File: src/rtl/pc_stack_ctr.sv
// pc_stack_ctr: program counter with a hardware return-address stack.
//
// Each rising edge applies at most one command. The priority order is
// R > ret > call > load > inc > hold.
//
// Ports:
//   clk   - clock; all state updates on the rising edge
//   R     - synchronous active-high reset
//   inc   - Q <= Q+1
//   load  - Q <= D
//   call  - push Q+1, then Q <= D. When the stack is full: fall through and set ovf.
//   ret   - pop into Q. When the stack is empty: fall through and set unf.
//   D     - jump/call target
//   Q     - current PC
//   top   - top-of-stack entry, zero when empty
//   sp    - number of valid stack entries, 0..DEPTH
//   full  - sp == DEPTH
//   empty - sp == 0
//   ovf   - sticky: a call was attempted while full
//   unf   - sticky: a ret was attempted while empty
module pc_stack_ctr #(
  parameter int ADDR_W = 12,
  parameter int DEPTH  = 4,
  parameter int SP_W   = 3
) (
  input  logic              clk,
  input  logic              R,
  input  logic              inc,
  input  logic              load,
  input  logic              call,
  input  logic              ret,
  input  logic [ADDR_W-1:0] D,
  output logic [ADDR_W-1:0] Q,
  output logic [ADDR_W-1:0] top,
  output logic [SP_W-1:0]   sp,
  output logic              full,
  output logic              empty,
  output logic              ovf,
  output logic              unf
);

  logic [ADDR_W-1:0] r_stack [DEPTH];
  logic [ADDR_W-1:0] r_q;
  logic [SP_W-1:0]   r_sp;
  logic              r_ovf;
  logic              r_unf;

  logic [ADDR_W-1:0] w_q_d;
  logic [ADDR_W-1:0] w_q_inc;
  logic [ADDR_W-1:0] w_top;
  logic [SP_W-1:0]   w_sp_d;
  logic              w_ovf_d;
  logic              w_unf_d;
  logic              w_push;
  logic              w_full;
  logic              w_empty;

  // Stack status and top entry.
  // The top entry is found with a compare-select over the entries, so DEPTH
  // need not be a power of two and no index can fall out of range.
  always_comb begin
    w_full  = (r_sp == SP_W'(DEPTH));
    w_empty = (r_sp == '0);
    w_top   = '0;
    for (int i = 0; i < DEPTH; i++) begin
      if (r_sp == SP_W'(i + 1)) begin
        w_top = r_stack[i];
      end
    end
  end

  assign w_q_inc = r_q + ADDR_W'(1);

  // Next-state logic. Reset is applied in the register process.
  always_comb begin
    w_q_d   = r_q;
    w_sp_d  = r_sp;
    w_ovf_d = r_ovf;
    w_unf_d = r_unf;
    w_push  = 1'b0;
    if (ret) begin
      // ret wins over call outright, so a coincident call never sets ovf.
      if (w_empty) begin
        w_q_d   = w_q_inc;
        w_unf_d = 1'b1;
      end else begin
        w_q_d  = w_top;
        w_sp_d = r_sp - SP_W'(1);
      end
    end else if (call) begin
      if (w_full) begin
        w_q_d   = w_q_inc;
        w_ovf_d = 1'b1;
      end else begin
        w_push = 1'b1;
        w_sp_d = r_sp + SP_W'(1);
        w_q_d  = D;
      end
    end else if (load) begin
      w_q_d = D;
    end else if (inc) begin
      w_q_d = w_q_inc;
    end
  end

  always_ff @(posedge clk) begin
    if (R) begin
      r_q   <= '0;
      r_sp  <= '0;
      r_ovf <= 1'b0;
      r_unf <= 1'b0;
    end else begin
      r_q   <= w_q_d;
      r_sp  <= w_sp_d;
      r_ovf <= w_ovf_d;
      r_unf <= w_unf_d;
    end
  end

  // Stack entries hold no reset value.
  // They are only ever read below sp, and sp resets to zero.
  always_ff @(posedge clk) begin
    if (w_push && !R) begin
      for (int i = 0; i < DEPTH; i++) begin
        if (r_sp == SP_W'(i)) begin
          r_stack[i] <= w_q_inc;
        end
      end
    end
  end

  assign Q     = r_q;
  assign top   = w_top;
  assign sp    = r_sp;
  assign full  = w_full;
  assign empty = w_empty;
  assign ovf   = r_ovf;
  assign unf   = r_unf;

endmodule
File: config.mk
export PLATFORM = sky130hd
export DESIGN_NAME = pc_stack_ctr
export DESIGN_NICKNAME = d
export VERILOG_FILES = /design/src/rtl/pc_stack_ctr.sv
export SDC_FILE = /design/constraint.sdc
export NUM_CORES = 1
export LEC_CHECK = 0
export CAP_MARGIN = 10
export CORE_MARGIN = 4
export CORE_UTILIZATION = 30
export DETAILED_ROUTE_END_ITERATION = 10
export RECOVER_POWER = 25
export REMOVE_ABC_BUFFERS = 1
export SYNTH_ARGS = -nofsm -noshare
export SYNTH_HDL_FRONTEND = slang
export SYNTH_SLANG_ARGS = --single-unit
File: constraint.sdc
create_clock -name clk -period 4 [get_ports clk]
set_input_delay 0.4 -clock clk [delete_from_list [all_inputs] [get_ports clk]]
set_output_delay 0.4 -clock clk [all_outputs]
set_load 0.02 [all_outputs]
* After elaboration in Yosys (flattened, before gate mapping) *
Memory sizes are Yosys's and may differ from the RTL's.
Index checks and enable logic that the tools add are counted.
W data, S select, Z words.

storage, ports and cells
  register bits after elaboration = 17
  latch bits = 0
  memory bits (writable) = 48
  bits in read-only memories = 0
  output and inout port bits = 31
  word-level logic and storage cells = 64
  memories kept = 1

cells by class
  add/sub/neg operators = 3
  multiply operators = 0
  div/mod/pow operators = 0
  magnitude comparators = 0
  equal/unequal tests = 6
  shifts and indexed selects = 0
  mux-type cells = 38
  bitwise gates (word level) = 1
  reduce and logical (&&, ||, !) cells = 11

memories
  memory   words  width  read ports  clocked after memory_dff  write ports  line  RTL
  r_stack  4      12     4           0                         1            42    logic [ADDR_W-1:0] r_stack [DEPTH];

operator list
  kind                     count
  $mux W12                 13
  $reduce_or A12 Y1        3
  $mux W1                  18
  $add A12 B1 Y12 const B  1
  $mux W3                  4
  $eq A3 B2 Y1 const B     2
  $mux W2                  3
  $reduce_and A3 Y1        2
  $ne A2 B2 Y1 const B     2
  $reduce_bool A4 Y1       1
  $add A3 B1 Y3 const B    1
  $eq A3 B1 Y1 const B     1
  $eq A3 B3 Y1 const B     1
  $logic_not A3 Y1         1
  $sub A3 B1 Y3 const B    1
  $reduce_and A2 Y1        1
  $reduce_bool A2 Y1       1
  $logic_and A1 B1 Y1      1
  $logic_not A1 Y1         1
  $not A1 Y1               1

* Depth between registers and ports, before layout *
Gate-level depths: netlist of run 1.

  depth after elaboration = 11
  gate-level depth with buffers = 9

* Least setup slack after synthesis of run 1 *
No wires, ideal clock.

  path type = register to register
  start point = reg r_sp[2], in the netlist sp[2]
  end point = reg r_q[11], in the netlist Q[11]
  setup time = 86 ps
  arrival = 2,458 ps
  required time = 3,914 ps
  slack = 1,456 ps
  stages on the path, launching flop included = 10
  period minus slack after synthesis = 2,544 ps
  cells stage by stage = dfxtp_1 buf_2 inv_1 ha_1 buf_4 buf_4 nor2b_1 o31ai_1 nand2_1 a211oi_1

between the ends
  cells in the longest elaborated chain, start to end = 7
  elaborated cells between the ends (all ways) = 13

RTL lines
  item                    line  RTL
  from (decl)             44    logic [SP_W-1:0] r_sp;
  from (signal assigned)  114   r_sp <= w_sp_d;
  $eq A3 B1 Y1            66    if (r_sp == SP_W'(i + 1)) begin
  $mux W12 (3 in a row)   66
  $mux W12 (*)            66
  via top[11]             34    output logic [ADDR_W-1:0] top,
  $mux W12 (*)            83    if (w_empty) begin
  $mux W12 (*)            81    if (ret) begin
  to (signal assigned)    113   r_q <= w_q_d;
  to (decl)               43    logic [ADDR_W-1:0] r_q;

The timed path passes the listed nets; every way through them passes the cells marked *.
A chain may end at the register's enable or synchronous reset.

* Final worst setup path of run 1 *
  start point = reg r_sp[0], in the netlist sp[0]
  end point = out top[8]

between the ends
  cells in the longest elaborated chain, start to end = 5
  elaborated cells between the ends (all ways) = 8

RTL lines
  item                   line
  $eq A3 B1 Y1           66
  $mux W12 (3 in a row)  66
  $mux W12 (*)           66
  to (decl)              34

Mark *: on every way between the ends. The rest lies on a longest branch, timed or not.

==> flow_summary_export.csv, run 1 <==
group,metric,value,unit
outcome,run_status,"completed",
sta,worst_slew_pin_slew,0.656,ns
sta,clock.fmax,0.311,GHz
sta,period_needed,3.22,ns
global_routing,use_met3,3.22,%
cts,cts_resized,0,
min_path,hold_path_class,"reg2reg",
global_routing,grt_use_met2,23.1,%
place,placed_cells,438,
global_routing,antenna_found_initial,0,
floorplan,chipHeight,108,um
yosys,syn_avg_cell_area,11.9,um2
sta,fin_crit_sh,80.4,%
sta,relSlewSlack,56.2,%
cts,clk_latency,0.34,ns
global_routing,grt_first_pass_wirelength,13100,um
cts,ctsHoldBuffers,0,
finish,final_util,40.2,%
cts,root_buffer,"clkbuf_8",
routing,drc,0,
sta,rsz0062_at_grt,"no",
setup_path,cp.arrival,2.82,ns
place,dpl-instance-area,3710,um2
cts,clock_path_buffers,2,
yosys,syn_area,3030,um2
finish,nets,341,
yosys,yosys_warnings,0,
yosys,yosysMostFrequentCell,"edfxtp_1",
sta,hold_violations,0,
yosys,synthArstFlopShare,0,%
yosys,synth_seq_cells,65,
global_routing,grt_pass1_vias,2273,
setup_path,path_cells,"inv_1 -> ha_1 -> nor3b_2 -> nand2_1 -> a21oi_1 -> clkdlybuf4s50_1",
finish,antenna_cells,0,
global_routing,grt_max_degree,19,
yosys,synth_flop_cell,"edfxtp_1",
yosys,yosys-top-cells-count,"edfxtp_1, nor2_1, nand2_1, dfxtp_1, a221oi_1",
cts,clock_sinks,65,
place,io_buffers,48,
cts,cts_buffers,9,
routing,ant_nets,0,
job,maxCapViolations,0,
floorplan,fp.coreArea,9820,um2
yosys,synth_top_area_cell,"edfxtp_1",
cts,cts_tree,"built",
routing,via_per_inst,5.19,
setup_path,max_stage_delay,0.65,ns
yosys,yosysSeqAreaShare,58.9,%
floorplan,dieArea,11800,um2
global_routing,track_usage,15.1,%
global_routing,met1_usage,20.6,%
setup_path,start_kind,"flip-flop",
setup_path,critPathRequiredTime,3.60,ns
finish,synthToLayoutAreaGrowth,30.3,%
cts,htreeDepth,3,
cts,clkTransAtPathRegs,0.07,ns
setup_path,critPathCaptureType,"output port",
yosys,synth_cell_types,47,
power_and_ir_drop,ir_drop,0.201,mV
routing,wl_per_cell,18.7,um
sta,skew,0.00710,ns
finish,fillers,974,
routing,drt_first_pass_iters,4,
floorplan,die_x,108,um
yosys,synth_edf_count,48,
power_and_ir_drop,power_density,627,nW/um2
floorplan,num_rows,36,
floorplan,start_util,30.8,%
place,dp_hpwl,5870,um
routing,drt_iter0_drc,198,
global_routing,grt.overflow.total,0,
yosys,synth_top_area_share,47.6,%
power_and_ir_drop,cellLeakagePower,1.35,nW
global_routing,gr-max-usage-layer,"met2",
sta,fin_tns_setup,0,ns
setup_path,crit_type,"reg2out",
finish,layoutNonFillerInstCount,454,
yosys,synthCells,255,
routing,vias,2358,
setup_path,crit_path_max_fanout,10,
sta,finalSetupViolCount,0,
cts,postCtsSetupBuffers,0,
routing,wl,8510,um
setup_path,slowest_stage,"clkdlybuf4s50_1",
finish,drive_gt1_share,11.5,%
yosys,synthTopCellsByArea,"edfxtp_1, dfxtp_1, a221oi_1",
floorplan,io_pins,49,
place,globalplace.congestion,0.802,
finish,final_cell_area,3940,um2
sta,drv_slew,0,
==> final timing paths <==
check | start | endpoint | slack (ns) | depth (start not counted)
max | sp[0]$_SDFFE_PP0P_ | top[8] | 0.78 | 6
min | unf$_SDFFE_PP0P_ | unf$_SDFFE_PP0P_ | 0.48 | 2
max reg2reg | sp[0]$_SDFFE_PP0P_ | Q[2]$_SDFFE_PP0P_ | 1.35 | 9
min reg2reg | unf$_SDFFE_PP0P_ | unf$_SDFFE_PP0P_ | 0.48 | 2
==> layout by cell type, fill, tap and decap left out, types with 4 or more instances in the layout <==
cell type	synthesis	layout
clkdlybuf4s50_1	0	48
edfxtp_1	48	48
nor2_1	26	26
nand2_1	24	24
dfxtp_1	17	17
a221oi_1	16	16
buf_4	3	14
a21oi_1	12	12
xnor2_1	9	9
clkbuf_8	0	9
inv_1	7	7
ha_1	7	7
nand3_1	6	6
nor2b_1	6	6
a22oi_1	5	5
a211oi_1	5	5
o31ai_1	4	4
o21ai_0	4	4
a31oi_1	4	4
==> metal layers <==
metal	part of all wire, %	wire, um	vias to the layer above
met5	0	0	-
met1	44	3770	1163
met3	7.0	593	7
met2	47	4000	88
li1	-	-	1100
met4	1.7	142	0
==> stage by stage <==
step	setup WS, ns	hold WS [ns]	power, mW
6_report	0.783	0.485	2.47
5_1_grt	0.575	0.529	2.60
4_1_cts	0.772	0.488	2.49
3_5_place_dp	1.18	0.464	1.81
3_3_place_gp	1.24	0.461	1.81
2_1_floorplan	1.36	0.469	1.39
==> worst max-delay path, delay by kind of cell, from the launching register on <==
| kind | cells | cell delay, ns |
|---|---|---|
| AND/OR/NAND/NOR | 2 | 0.67 |
| adder cells (fa/ha/maj) | 1 | 0.43 |
| buffers and inverters | 2 | 0.79 |
| flip-flops | 1 | 0.34 |
| AO/OA/AOI/OAI | 1 | 0.24 |
==> layout make-up <==
type	count	area (um2)	share of cell area [%]
Tap cell	133	166	4.22
Clock inverter	5	104	2.63
Sequential cell	65	1780	45.2
Clock buffer	11	131	3.33
Timing Repair Buffer	62	586	14.9
Inverter	8	30.0	0.762
Multi-Input combinational cell	170	1140	29.0
==> sequential cells by signal, summed over array words and instances (netlist names) <==
name and count:
Q 12, r_stack 48, unf 1, sp 3, ovf 1
==> where the power goes <==
part	leakage [nW]	switching [mW]	internal, mW	total (mW)
Sequential	0.581	0.0534	0.808	0.862
Combinational	0.650	0.534	0.400	0.934
Clock	0.118	0.262	0.415	0.676
Total	1.35	0.850	1.62	2.47
==> logic make-up after synthesis <==
family	share of synthesized area, %
adder cells (fa/ha/maj)	2.89
XOR/XNOR	3.47
buffers and inverters	3.31
flip-flops	58.9
multiplexers	0.331
AND/OR/NAND/NOR	14.9
AO/OA/AOI/OAI	16.2
(Power assumes the default switching activity.)
==> inputs of run 2 (changes only) <==
clock period = 3 ns   (was 4 ns; I/O delays follow)
==> flow_summary_export.csv, run 2 (synthesized netlist as in run 1, its figures left out) <==
group,metric,value,unit
outcome,run_status,"completed",
routing,vias,2406,
place,dp_hpwl,5930,um
setup_path,crit_type,"reg2out",
cts,root_buffer,"clkbuf_8",
power_and_ir_drop,cellLeakagePower,1.48,nW
power_and_ir_drop,ir_drop,0.297,mV
sta,worst_slew_pin_slew,0.633,ns
place,placed_cells,441,
cts,clkTransAtPathRegs,0.08,ns
setup_path,cp.depth,7,
floorplan,start_util,30.8,%
finish,synthToLayoutAreaGrowth,30.1,%
routing,wl_per_cell,18.8,um
sta,hold_violations,0,
routing,drt_iter0_drc,208,
cts,cts_tree,"built",
setup_path,path_delay_family,"buffers and inverters",
finish,final_cell_mix,"edfxtp_1, clkdlybuf4s50_1, nor2_1, nand2_1",
min_path,hold_path_end,"unf$_SDFFE_PP0P_",
sta,rsz0062_at_grt,"no",
finish,final_util,40.1,%
sta,period_needed,2.76,ns
cts,cts_buffers,9,
sta,finalSetupViolCount,0,
cts,htreeDepth,3,
setup_path,slowest_stage,"dfxtp_1",
finish,largest_reg_flops,48,
routing,drc,0,
min_path,hold_path_class,"reg2reg",
routing,via_per_inst,5.26,
global_routing,grt.overflow.total,0,
setup_path,reg2reg_to,"Q[0]$_SDFFE_PP0P_",
setup_path,critPathCaptureType,"output port",
setup_path,reg2reg_slack,0.60,ns
global_routing,grt_pass1_vias,2392,
sta,fin_crit_sh,92.0,%
global_routing,grt_max_degree,22,
finish,final_common_cell,"edfxtp_1",
cts,clock_path_buffers,2,
setup_path,cp.arrival,2.46,ns
setup_path,path_buf_inv,3,
setup_path,start_kind,"flip-flop",
cts,clock_sinks,65,
sta,skew,0.0150,ns
setup_path,critPathRequiredTime,2.70,ns
place,globalplace.congestion,0.807,
setup_path,crit_path_max_fanout,10,
finish,antenna_cells,0,
min_path,holdPathStages,2,
global_routing,grt_first_pass_wirelength,13300,um
global_routing,antenna_found_initial,0,
setup_path,ff2ff_path_depth,8,
job,maxCapViolations,0,
sta,fin_tns_setup,0,ns
power_and_ir_drop,power_density,778,nW/um2
min_path,min-delay-start,"unf$_SDFFE_PP0P_",
place,io_buffers,48,
setup_path,r2r-start,"sp[0]$_SDFFE_PP0P_",
setup_path,max_stage_delay,0.39,ns
sta,relSlewSlack,57.7,%
cts,clk_latency,0.35,ns
setup_path,path_cells,"inv_1 -> ha_2 -> nor4b_4 -> buf_4 -> a221oi_1 -> a21oi_1 -> dlygate4sd2_1",
finish,regMostFlops,"r_stack",
finish,drive_gt1_share,13.6,%
floorplan,chipHeight,108,um
routing,drt_first_pass_iters,5,
floorplan,dieArea,11800,um2
global_routing,track_usage,15.3,%
finish,nets,344,
sta,clock.fmax,0.362,GHz
routing,wl,8580,um
floorplan,die_x,108,um
floorplan,fp.coreArea,9820,um2
floorplan,num_rows,36,
finish,layoutNonFillerInstCount,457,
routing,ant_nets,0,
floorplan,io_pins,49,
sta,drv_slew,0,
==> run 2: cell types whose count changed in the layout (fill, tap and decap cells not counted), sizes merged <==
cell           delta
buf               +3
clkbuf            -2
dlymetal6s2s      +9
clkinvlp          +2
bufinv            -3
dlygate4sd3       +2
inv               +1
clkdlybuf4s50    -14
dlygate4sd2       +3
clkinv            +2
==> run 2: area by class of cell <==
cell class | instances | area (um2)
Clock buffer | 9 | 124
Clock inverter | 7 | 55.1
Fill cell | 965 | 5880
Inverter | 8 | 30.0
Multi-Input combinational cell | 170 | 1150
Sequential cell | 65 | 1780
Tap cell | 133 | 166
Timing Repair Buffer | 65 | 627
==> run 2: stage by stage <==
step	power [mW]	hold slack, ns	cell area [um2]	setup WS, ns
floorplan	1.85	0.369	2960	0.355
global placement	2.42	0.467	3730	0.333
detailed placement	2.43	0.464	3730	0.243
CTS	3.09	0.486	3910	0.00235
global route	3.22	0.512	3940	0.0667
finish	3.06	0.472	3940	0.240
==> run 2: tightest hold or removal path: cells and delay by family, from the launching register on <==
family / cells / cell delay [ns]
compound gates: 1 / 0.04
flops: 1 / 0.33
simple gates: 1 / 0.07
==> run 2: what timing repair did <==
item | CTS | global route
resized for setup | 4 | 11
endpoints found under the setup margin | 11 | 9
hold buffers | 0 | 0
hold endpoints to repair | 0 | 0
buffers inserted | 0 | 0
pin swaps | 0 | 0
==> run 2: worst max-delay path by stage <==
stage | end | slack (ns) | startpoint
finish | top[9] | 0.24 | sp[0]$_SDFFE_PP0P_
global route | top[9] | 0.07 | sp[0]$_SDFFE_PP0P_
CTS | top[11] | 0.002 | sp[0]$_SDFFE_PP0P_
detailed placement | top[9] | 0.24 | sp[0]$_SDFFE_PP0P_
global placement | top[0] | 0.33 | sp[0]$_SDFFE_PP0P_
floorplan | Q[8]$_SDFFE_PP0P_ | 0.36 | sp[2]$_SDFFE_PP0P_
==> run 2: metal layers <==
| layer | GRT usage [%] | wire length [um] | part of all wire [%] | vias up |
|---|---|---|---|---|
| li1 | - | - | - | 1104 |
| met1 | 20.9 | 3810 | 44 | 1181 |
| met2 | 23.9 | 3970 | 46 | 111 |
| met3 | 3.10 | 676 | 7.9 | 10 |
| met4 | 5.95 | 125 | 1.5 | 0 |
| met5 | 0 | 0 | 0 | - |
==> run 2: report_power, final <==
part           switching, mW  leakage [nW]  total [mW]  internal [mW]
sequential            0.0694         0.581        1.15           1.08
combinational          0.719         0.815        1.23          0.513
clock                  0.378        0.0858       0.683          0.305
